**src/rtl/pipe_stage_skid.sv**
```systemverilog
// Pipeline stage register for {pc, a, b, ir} with a valid/ready handshake, a 2-entry skid buffer,
// flush-to-NOP bubble insertion and a saturating count of empty output cycles.
module pipe_stage_skid #(
  parameter int               WIDTH  = 32,
  parameter logic [WIDTH-1:0] NOP_IR = {WIDTH{1'b0}},
  parameter int               CNT_W  = 16
) (
  input  logic             clk,
  input  logic             clear,
  input  logic             flush,
  input  logic             in_valid,
  output logic             in_ready,
  input  logic [WIDTH-1:0] pc_in,
  input  logic [WIDTH-1:0] a_in,
  input  logic [WIDTH-1:0] b_in,
  input  logic [WIDTH-1:0] ir_in,
  output logic             out_valid,
  input  logic             out_ready,
  output logic [WIDTH-1:0] pc_out,
  output logic [WIDTH-1:0] a_out,
  output logic [WIDTH-1:0] b_out,
  output logic [WIDTH-1:0] ir_out,
  output logic [CNT_W-1:0] bubble_count
);

  typedef enum logic [1:0] {
    ST_EMPTY = 2'd0,
    ST_FULL  = 2'd1,
    ST_SKID  = 2'd2
  } state_t;

  typedef struct packed {
    logic [WIDTH-1:0] pc;
    logic [WIDTH-1:0] a;
    logic [WIDTH-1:0] b;
    logic [WIDTH-1:0] ir;
  } entry_t;

  localparam logic [CNT_W-1:0] CNT_MAX = {CNT_W{1'b1}};
  localparam logic [CNT_W-1:0] CNT_ONE = {{(CNT_W-1){1'b0}}, 1'b1};

  state_t           r_state;
  state_t           w_state_nxt;
  entry_t           r_main;
  entry_t           r_skid;
  entry_t           w_in_entry;
  logic             r_in_ready;
  logic             r_out_valid;
  logic [CNT_W-1:0] r_bubble_count;
  logic             w_in_fire;
  logic             w_out_fire;
  logic             w_load_main_in;
  logic             w_load_main_skid;
  logic             w_load_skid;

  assign w_in_entry = '{pc: pc_in, a: a_in, b: b_in, ir: ir_in};
  assign w_in_fire  = in_valid & r_in_ready;
  assign w_out_fire = r_out_valid & out_ready;

  // Next-state and load-enable decode; clear/flush override is applied in the registers.
  always_comb begin
    w_state_nxt      = r_state;
    w_load_main_in   = 1'b0;
    w_load_main_skid = 1'b0;
    w_load_skid      = 1'b0;
    case (r_state)
      ST_EMPTY: begin
        if (w_in_fire) begin
          w_state_nxt    = ST_FULL;
          w_load_main_in = 1'b1;
        end else begin
          w_state_nxt = ST_EMPTY;
        end
      end
      ST_FULL: begin
        if (w_in_fire && w_out_fire) begin
          w_state_nxt    = ST_FULL;
          w_load_main_in = 1'b1;
        end else if (w_in_fire) begin
          w_state_nxt = ST_SKID;
          w_load_skid = 1'b1;
        end else if (w_out_fire) begin
          w_state_nxt = ST_EMPTY;
        end else begin
          w_state_nxt = ST_FULL;
        end
      end
      ST_SKID: begin
        if (w_out_fire) begin
          w_state_nxt      = ST_FULL;
          w_load_main_skid = 1'b1;
        end else begin
          w_state_nxt = ST_SKID;
        end
      end
      default: begin
        w_state_nxt = ST_EMPTY;
      end
    endcase
  end

  // State register; handshake flags are registered alongside so neither has a path from out_ready.
  always_ff @(posedge clk) begin
    if (clear || flush) begin
      r_state     <= ST_EMPTY;
      r_in_ready  <= 1'b1;
      r_out_valid <= 1'b0;
    end else begin
      r_state     <= w_state_nxt;
      r_in_ready  <= (w_state_nxt != ST_SKID);
      r_out_valid <= (w_state_nxt != ST_EMPTY);
    end
  end

  // Main entry drives the outputs; it is left untouched when draining to EMPTY.
  always_ff @(posedge clk) begin
    if (clear || flush) begin
      r_main <= '{pc: {WIDTH{1'b0}}, a: {WIDTH{1'b0}}, b: {WIDTH{1'b0}}, ir: NOP_IR};
    end else if (w_load_main_in) begin
      r_main <= w_in_entry;
    end else if (w_load_main_skid) begin
      r_main <= r_skid;
    end else begin
      r_main <= r_main;
    end
  end

  // Skid entry has no reset: its contents only matter while the state says SKID.
  always_ff @(posedge clk) begin
    if (w_load_skid && !clear && !flush) begin
      r_skid <= w_in_entry;
    end else begin
      r_skid <= r_skid;
    end
  end

  // Bubble counter: counts empty output cycles, sticks at all-ones, ignores flush.
  always_ff @(posedge clk) begin
    if (clear) begin
      r_bubble_count <= {CNT_W{1'b0}};
    end else if (!r_out_valid && (r_bubble_count != CNT_MAX)) begin
      r_bubble_count <= r_bubble_count + CNT_ONE;
    end else begin
      r_bubble_count <= r_bubble_count;
    end
  end

  assign in_ready     = r_in_ready;
  assign out_valid    = r_out_valid;
  assign pc_out       = r_main.pc;
  assign a_out        = r_main.a;
  assign b_out        = r_main.b;
  assign ir_out       = r_main.ir;
  assign bubble_count = r_bubble_count;

endmodule
```
**config.mk**
```make
export PLATFORM = sky130hd
export DESIGN_NAME = pipe_stage_skid
export DESIGN_NICKNAME = d
export VERILOG_FILES = /design/src/rtl/pipe_stage_skid.sv
export SDC_FILE = /design/constraint.sdc
export NUM_CORES = 1
export LEC_CHECK = 0
export ABC_CLOCK_PERIOD_IN_PS = 8800
export CAP_MARGIN = 20
export CELL_PAD_IN_SITES_DETAIL_PLACEMENT = 1
export CELL_PAD_IN_SITES_GLOBAL_PLACEMENT = 1
export CORE_UTILIZATION = 40
export CTS_CLUSTER_SIZE = 25
export DETAILED_ROUTE_END_ITERATION = 10
export DONT_BUFFER_PORTS = 1
export PLACE_DENSITY = 0.72
export SYNTH_ARGS = -nofsm -noshare
export SYNTH_HDL_FRONTEND = slang
export SYNTH_SLANG_ARGS = --single-unit
```
**constraint.sdc**
```tcl
create_clock -name clk -period 8.8 [get_ports clk]
set_input_delay 1.32 -clock clk [delete_from_list [all_inputs] [get_ports clk]]
set_output_delay 1.32 -clock clk [all_outputs]
set_load 0.03 [all_outputs]
```
## Word level (Yosys, flattened, before mapping)

Index checks and enable logic that the tools add are counted.

| word-level totals | value |
|---|---|
| register bits after elaboration | 276 |
| bits of input ports | 133 |
| output and inout bits | 146 |
| word-level logic and storage cells | 45 |

| operators by class | value |
|---|---|
| $add $sub $neg | 1 |
| equal/unequal tests | 4 |
| multiplexer cells | 15 |
| bitwise gates (word level) | 2 |
| reduce and logical (&&, ||, !) cells | 11 |

Operator list:

| cell | count |
|---|---|
| 2-to-1 mux 128 bit | 2 |
| adder 16 x 1 -> 16 bit (second input constant) | 1 |
| != test 16 bit (second input constant) | 1 |
| 2-to-1 mux 1 bit | 8 |
| 2-to-1 mux 2 bit | 3 |
| one-hot mux 2 bit (3 select lines) | 1 |
| logical AND 1 bit | 4 |
| nonzero test 2 bit | 2 |
| logical NOT 1 bit | 3 |
| AND 1 bit | 2 |
| equality test 2 x 1 -> 1 bit (second input constant) | 1 |
| equality test 2 bit (second input constant) | 1 |
| logical NOT 2 bit | 1 |
| != test 2 bit (second input constant) | 1 |
| one-hot mux 1 bit (2 select lines) | 1 |
| logical OR 1 bit | 1 |

## Longest topological paths before layout

Gate-level depths: netlist of the first run.

| depth | value |
|---|---|
| word-level depth | 6 |
| mapped depth | 11 |
| mapped depth without buffers | 7 |

## Least setup slack after synthesis of the first run

OpenSTA, ideal clock, no wires.

| path | value |
|---|---|
| kind | in2reg |
| start | in clear |
| end | reg r_skid[0] (netlist name) (enable) |
| arrival | 7.280 ns |
| data required time | 8.183 ns |
| slack | 0.903 ns |
| stages | 4 |
| buffers on the path | 2 |
| cells stage by stage | clkbuf_1 or2_2 clkbuf_1 nor2_1 |

| between the ends | value |
|---|---|
| word-level cells in the longest chain between the ends | 3 |

RTL lines:

| item | RTL line | text |
|---|---|---|
| from (decl) | 9 | `input logic clear,` |
| logical NOT 1 bit | 130 | `if (w_load_skid && !clear && !flush) begin` |
| logical AND 1 bit (2 in series) | 130 |  |
| to (signal assigned) | 131 | `r_skid <= w_in_entry;` |
| to (signal assigned) | 133 | `r_skid <= r_skid;` |
| to (decl) | 45 | `entry_t r_skid;` |

No other way between the ends.
A chain may end at the register's enable or synchronous reset.

## Final worst setup path of the first run

| path | value |
|---|---|
| start | in out_ready |
| end | reg r_main (netlist bit pc_out[3]) |

| between the ends | value |
|---|---|
| word-level cells in the longest chain between the ends | 5 |
| elaborated cells between the ends (all ways) | 8 |
| those cells by class | mux: 5; bitwise: 1; reduce/logical: 2 |

RTL lines:

| item | RTL line | text |
|---|---|---|
| from (decl) | 18 | `input logic out_ready,` |
| AND 1 bit * | 58 | `assign w_out_fire = r_out_valid & out_ready;` |
| logical AND 1 bit | 76 | `if (w_in_fire && w_out_fire) begin` |
| 2-to-1 mux 1 bit | 76 |  |
| one-hot mux 1 bit (2 select lines) | 66 | `case (r_state)` |
| 2-to-1 mux 128 bit or nonzero test 2 bit (tied branches) | n/a |  |
| to (signal assigned) | 118 | `r_main <= '{pc: {WIDTH{1'b0}}, a: {WIDTH{1'b0}}, b: {WIDTH{1'b0}}, ir: NOP_IR};` |
| to (signal assigned) | 120 | `r_main <= w_in_entry;` |
| to (signal assigned) | 122 | `r_main <= r_skid;` |
| to (decl) | 44 | `entry_t r_main;` |

Every way passes the cells marked *; elsewhere a longest branch is shown, timed or not.

==> results of run 1 <==
## registers in the layout, indices dropped and copies added, names as in the netlist
name	cells
r_skid	128
bubble_count	16
a_out	32
r_state	2
pc_out	32
ir_out	32
in_ready	1
b_out	32
out_valid	1
## kinds of logic (layout without fill, tap and decap cells)
family	after synthesis	after routing	synth area share
AO/OA/AOI/OAI	280	280	0.190
flip-flops	276	276	0.674
buffers and inverters	189	189	0.0772
AND/OR/NAND/NOR	78	78	0.0408
multiplexers	13	13	0.0139
adder cells (fa/ha/maj)	3	3	0.00372
## metal layers
metal	routed length (µm)	GRT usage
met1	10300	0.245
met2	11800	0.299
met3	2740	0.0718
met4	592	0.0605
met5	0	0
## worst max-delay path: cells and delay by family
family | cells | cell delay (ps)
compound gates | 2 | 720
fa+ha+maj | 1 | 220
buf+inv | 2 | 870
simple gates | 3 | 800
## path summary, 6_finish.rpt
kind                            depth (start not counted)      start  slack [ps]        end
worst min-delay path                                    2  r_skid[4]         560  ir_out[4]
worst min register to register                          2  r_skid[4]         560  ir_out[4]
worst max register to register                          8  out_valid        5250  pc_out[3]
worst max-delay path                                    8  out_ready        5070  pc_out[3]
## where the power goes
part / leakage (µW) / internal [µW] / switching, µW
Clock: 0.000496 / 756 / 505
Combinational: 0.000771 / 34.7 / 71.7
Sequential: 0.00236 / 1380 / 85.6
## cell type report
cell class,instances,area (µm²),area share
Clock buffer,33,782,0.0693
Clock inverter,20,215,0.0191
Inverter,127,477,0.0422
Multi-Input combinational cell,374,2540,0.225
Sequential cell,276,6810,0.603
Tap cell,324,405,0.0359
Timing Repair Buffer,9,67.6,0.00598
## through the flow
stage / instance area [µm²] / power [µW] / hold WS, ps / std cells / utilization
detailed placement: 10300 / 1600 / 542 / 1110 / 0.420
global placement: 10300 / 1590 / 529 / 1110 / 0.420
global route: 11300 / 2930 / 572 / 1163 / 0.460
floorplan: 10100 / 1570 / 523 / 839 / -
CTS: 11300 / 2870 / 561 / 1163 / 0.460
finish: 11300 / 2830 / 556 / 1163 / 0.460
## cells in the final DEF (no fill, tap or decap), types with 3 or more instances in the layout
master,count
sky130_fd_sc_hd__ha_1,3
sky130_fd_sc_hd__dfxtp_1,148
sky130_fd_sc_hd__buf_4,9
sky130_fd_sc_hd__bufinv_16,4
sky130_fd_sc_hd__nor2_1,21
sky130_fd_sc_hd__o221ai_1,124
sky130_fd_sc_hd__clkinv_2,10
sky130_fd_sc_hd__a21oi_1,132
sky130_fd_sc_hd__nor2b_1,9
sky130_fd_sc_hd__or4_1,4
sky130_fd_sc_hd__clkbuf_16,30
sky130_fd_sc_hd__edfxtp_1,128
sky130_fd_sc_hd__nand3_1,6
sky130_fd_sc_hd__mux2_2,8
sky130_fd_sc_hd__mux2i_1,5
sky130_fd_sc_hd__a211oi_1,9
sky130_fd_sc_hd__nand2_1,12
sky130_fd_sc_hd__o21ai_0,6
sky130_fd_sc_hd__nand2b_1,5
sky130_fd_sc_hd__inv_1,127
sky130_fd_sc_hd__nand3b_1,5
==> flow_summary.json, run 1 <==
{
  "synth_nets": 975,
  "synthesized_area_um2": 10100,
  "leakage_power_figure_uw": 0.00363,
  "yosys.area.top_type": "sky130_fd_sc_hd__edfxtp_1",
  "area_growth_syn_to_layout_pct": 11.8,
  "post_cts_buffers": 0,
  "place_hpwl_um": 15600,
  "report.final.slew_viol_count": 0,
  "clk-insertion-delay-late_ps": 530,
  "first_pass_iters": 5,
  "cts_repair_resize_count": 0,
  "placement_rows": 57,
  "report.final.hold_viol_count": 0,
  "fp.dieArea_um2": 25900,
  "routed-via-count": 6613,
  "worstHoldPathType": "reg -> reg",
  "relSlewSlack": 0.377,
  "globalRouteOverflowTotal": 0,
  "crit_path_setup_slack_layout_ps": 5070,
  "clock.fmax_mhz": 268,
  "powerDensity_nw_per_um2": 251,
  "drt.antenna.violating_nets": 0,
  "final.setup.tns_ps": 0,
  "die-width_um": 161,
  "ys_ff_latch": 276,
  "grt_setup_unrepaired": "false",
  "timing.max_cap.violations": 0,
  "critical_path.max_fanout": 79,
  "vias_in_the_first_global_route": 6807,
  "biggest_area_contributors_in_the_synthesized_netlist": "sky130_fd_sc_hd__edfxtp_1 38%, sky130_fd_sc_hd__dfxtp_1 29%, sky130_fd_sc_hd__o221ai_1 11%",
  "maximum_ir_drop_on_the_vdd_rail_mv": 0.159,
  "start_util": 0.412,
  "dp_worst_setup_slack_ps": 4570,
  "share_of_post_route_cells_with_drive_strength_above_1": 0.0906,
  "clk_path_buf_depth": 3,
  "place.port_buffers": 0,
  "cts_htree_levels": 1,
  "postSynth.asyncResetShare": 0,
  "post-route-min-period_ps": 3730,
  "endpoint_kind_of_the_worst_setup_timing_path": "register",
  "synth-edff-count": 128,
  "max_stage_delay_ps": 790,
  "number_of_placed_i_o_pins": 279,
  "antenna_found_initial": 0,
  "crit_path_cell_trace": "nand2_1 > inv_1 > ha_1 > nand2_1 > a21o_4 > and2_4 > buf_4 > a21oi_1",
  "synth_sequential_area_ratio": 0.674,
  "drc": 0,
  "path_clk_slew_ps": 60,
  "fin_skew_ps": 14.1,
  "cts_tree": "built",
  "critical_path_top_delay_cell": "sky130_fd_sc_hd__buf_4",
  "tritoncts_num_sinks": 276,
  "timing.critical_path.arrival_ps": 4110,
  "maximum_number_of_pins_on_one_net_before_global_route_repair": 80,
  "worst_path_most_repeated_cell": "sky130_fd_sc_hd__nand2_1",
  "layout.nets": 953,
  "drt_initial_violations": 435,
  "ys_dominant_reg_cell": "sky130_fd_sc_hd__dfxtp_1",
  "cts_buffers": 29,
  "num-fill-cells": 2553,
  "hold_buffers": 0,
  "status": "completed",
  "critical_path_launch_point_type": "input pin",
  "drt-vias-per-instance": 5.69,
  "report.final.setup_viol": 0,
  "grtUsageTotal": 0.191,
  "core_area_um2": 24500,
  "first_pass_grt_wire_length_um": 39800,
  "totalWireLength_um": 25400,
  "count_of_yosys_warnings_during_synthesis": 0,
  "wl_per_cell_um": 21.9,
  "floorplan.die.height_um": 161,
  "post_syn_area_per_cell_um2": 12.0,
  "critical_setup_path_kind": "in -> reg",
  "yosysTopAreaCellShare": 0.381,
  "number_of_distinct_library_cells_after_synthesis": 39,
  "gp_routability_congestion": 0.754,
  "worst-endpoint-required_ps": 9180,
  "final_min_period_over_clock_period": 0.424,
  "syn_inst": 839,
  "synth_common_cells": "148 x sky130_fd_sc_hd__dfxtp_1, 132 x sky130_fd_sc_hd__a21oi_1, 128 x sky130_fd_sc_hd__edfxtp_1",
  "tightest_slew_ps": 934,
  "cts_root_buf": "sky130_fd_sc_hd__clkbuf_16",
  "antennaDiodeCount": 0,
  "post-synth-top-count-cell": "sky130_fd_sc_hd__dfxtp_1"
}
Power figures use the tool's default switching activity.
==> run 2, diff against run 1 <==
--- a/config.mk
+++ b/config.mk
@@ -5,7 +5,7 @@
 export SDC_FILE = /design/constraint.sdc
 export NUM_CORES = 1
 export LEC_CHECK = 0
-export ABC_CLOCK_PERIOD_IN_PS = 8800
+export ABC_CLOCK_PERIOD_IN_PS = 3500
 export CAP_MARGIN = 20
 export CELL_PAD_IN_SITES_DETAIL_PLACEMENT = 1
 export CELL_PAD_IN_SITES_GLOBAL_PLACEMENT = 1
==> constraint.sdc (replaced) <==
create_clock -name clk -period 3.5 [get_ports clk]
set_input_delay 0.525 -clock clk [delete_from_list [all_inputs] [get_ports clk]]
set_output_delay 0.525 -clock clk [all_outputs]
set_load 0.03 [all_outputs]
==> run 2 against run 1 <==
Against the previous run: wire length rose by 1.6%; sequential power rose to 2.5 times the previous value; worst setup slack got worse by 4000 ps; critical path depth did not move; critical path type is now reg -> reg; first-iteration DRC count fell by 6.7%; clock skew fell by 1.3 ps; total power rose to 2.6 times the previous value; global-route usage rose by 0.19 points; register-to-register slack got worse by 4200 ps.
==> flow_summary.json, run 2 (synthesis gave the netlist of run 1 again) <==
{
  "critical_path.max_fanout": 53,
  "post_cts_buffers": 0,
  "drt-vias-per-instance": 5.70,
  "largest_register_ff_count": 128,
  "clk-insertion-delay-late_ps": 540,
  "cts_buffers": 30,
  "critical_setup_path_kind": "reg -> reg",
  "report.final.slew_viol_count": 0,
  "antennaDiodeCount": 0,
  "totalWireLength_um": 25800,
  "place_hpwl_um": 15700,
  "first_pass_grt_wire_length_um": 40000,
  "powerDensity_nw_per_um2": 633,
  "drt.antenna.violating_nets": 0,
  "worst_hold_path.num_cells": 1,
  "clkPwrFrac": 0.452,
  "layout.nets": 954,
  "tightest_slew_ps": 774,
  "path_clk_slew_ps": 60,
  "placed_area_um2": 10400,
  "post-route-min-period_ps": 2460,
  "die-width_um": 161,
  "hold_buffers": 0,
  "crit_path_setup_slack_layout_ps": 1040,
  "register_area_um2": 6810,
  "cts_tree": "built",
  "timing.max_cap.violations": 0,
  "largest-register": "r_skid",
  "dp_worst_setup_slack_ps": 1020,
  "number_of_placed_i_o_pins": 279,
  "num-fill-cells": 2511,
  "endpoint_kind_of_the_worst_setup_timing_path": "register",
  "worst-endpoint-required_ps": 3900,
  "worstHoldPathType": "in -> reg",
  "timing.critical_path.arrival_ps": 2860,
  "place.detailed.instances": 1110,
  "mostFrequentLayoutCells": "148 x sky130_fd_sc_hd__dfxtp_1, 132 x sky130_fd_sc_hd__a21oi_1, 128 x sky130_fd_sc_hd__edfxtp_1, 127 x sky130_fd_sc_hd__inv_1, 124 x sky130_fd_sc_hd__o221ai_1",
  "fin_worst_hold_slack_ps": 62.1,
  "leakage_power_figure_uw": 0.00367,
  "seq_power_share": 0.509,
  "tritoncts_num_sinks": 276,
  "place.port_buffers": 0,
  "final_area_um2": 11400,
  "area_growth_syn_to_layout_pct": 12.9,
  "maximum_ir_drop_on_the_vdd_rail_mv": 0.380,
  "antenna_found_initial": 0,
  "globalRouteOverflowTotal": 0,
  "crit_path_start": "out_valid",
  "status": "completed",
  "grt_setup_unrepaired": "false",
  "first_pass_iters": 4,
  "clock.fmax_mhz": 406,
  "r2r_cells": 8,
  "cts_repair_resize_count": 0,
  "drc": 0,
  "critical_path_launch_point_type": "register",
  "report.final.hold_viol_count": 0,
  "cts_htree_levels": 1,
  "leading_cell_type_in_the_layout_fill_and_taps_excluded": "sky130_fd_sc_hd__dfxtp_1",
  "hold_path_startpoint": "clear",
  "floorplan.die.height_um": 161,
  "total_switching_power_uw": 1650,
  "wl_per_cell_um": 22.2,
  "final_min_period_over_clock_period": 0.703,
  "gp_routability_congestion": 0.749,
  "fin_cells": 1166,
  "drt_initial_violations": 406,
  "final.setup.tns_ps": 0,
  "fin_skew_ps": 12.8,
  "cts_root_buf": "sky130_fd_sc_hd__clkbuf_16",
  "maximum_number_of_pins_on_one_net_before_global_route_repair": 129,
  "core_area_um2": 24500,
  "fp.dieArea_um2": 25900,
  "comb_power_share": 0.039,
  "start_util": 0.412,
  "p_int_uw": 5570,
  "beginning_of_the_worst_register_to_register_path": "out_valid",
  "placement_rows": 57,
  "share_of_post_route_cells_with_drive_strength_above_1": 0.0855,
  "vias_in_the_first_global_route": 6849,
  "grtUsageTotal": 0.193,
  "routed-via-count": 6648,
  "report.final.setup_viol": 0,
  "clk_path_buf_depth": 3,
  "multi_input_comb_area_um2": 2540,
  "relSlewSlack": 0.483,
  "switching_share": 0.229
}
[run 2: cell type report]
cell class	count	area share
Sequential cell	276	0.597
Tap cell	324	0.0355
Clock inverter	14	0.0149
Timing Repair Buffer	9	0.0125
Inverter	127	0.0418
Multi-Input combinational cell	374	0.222
Clock buffer	42	0.0760
[run 2: path summary, 6_finish.rpt]
path / endpoint / slack, ps
setup reg to reg: pc_out[3] / 1040
hold / removal: bubble_count[12] / 60
hold reg to reg: a_out[14] / 550
setup / recovery: pc_out[3] / 1040
[run 2: critical path: stages, from the launching register on]
cell                      delay, ps
sky130_fd_sc_hd__dfxtp_1        470
sky130_fd_sc_hd__nand2_1        200
sky130_fd_sc_hd__inv_1           60
sky130_fd_sc_hd__ha_1           200
sky130_fd_sc_hd__nand2_1         80
sky130_fd_sc_hd__a21o_4         380
sky130_fd_sc_hd__and2_4         250
sky130_fd_sc_hd__buf_4          480
sky130_fd_sc_hd__a21oi_1        170
[run 2: per-stage QoR]
step / utilization / total power (µW)
after floorplan: - / 3950
after global placement: 0.423 / 4020
after detailed placement: 0.423 / 4030
after CTS: 0.465 / 7320
after global routing: 0.465 / 7470
final: 0.465 / 7220
[run 2: routing by layer]
layer  GRT usage  routed length (µm)  vias to the layer above
met2       0.313               12400                      243
met4      0.0549                 597                        0
met3      0.0718                2590                       40
met1       0.240               10200                     3307
li1            -                   -                     3058
met5           0                   0                        -
[run 2: power by group through the flow]
stage	sequential (µW)	combinational (µW)	clock (µW)
2_1_floorplan	3720	228	0
3_3_place_gp	3750	272	0
3_5_place_dp	3750	283	0
4_1_cts	3680	286	3350
5_1_grt	3690	315	3470
6_report	3680	280	3260
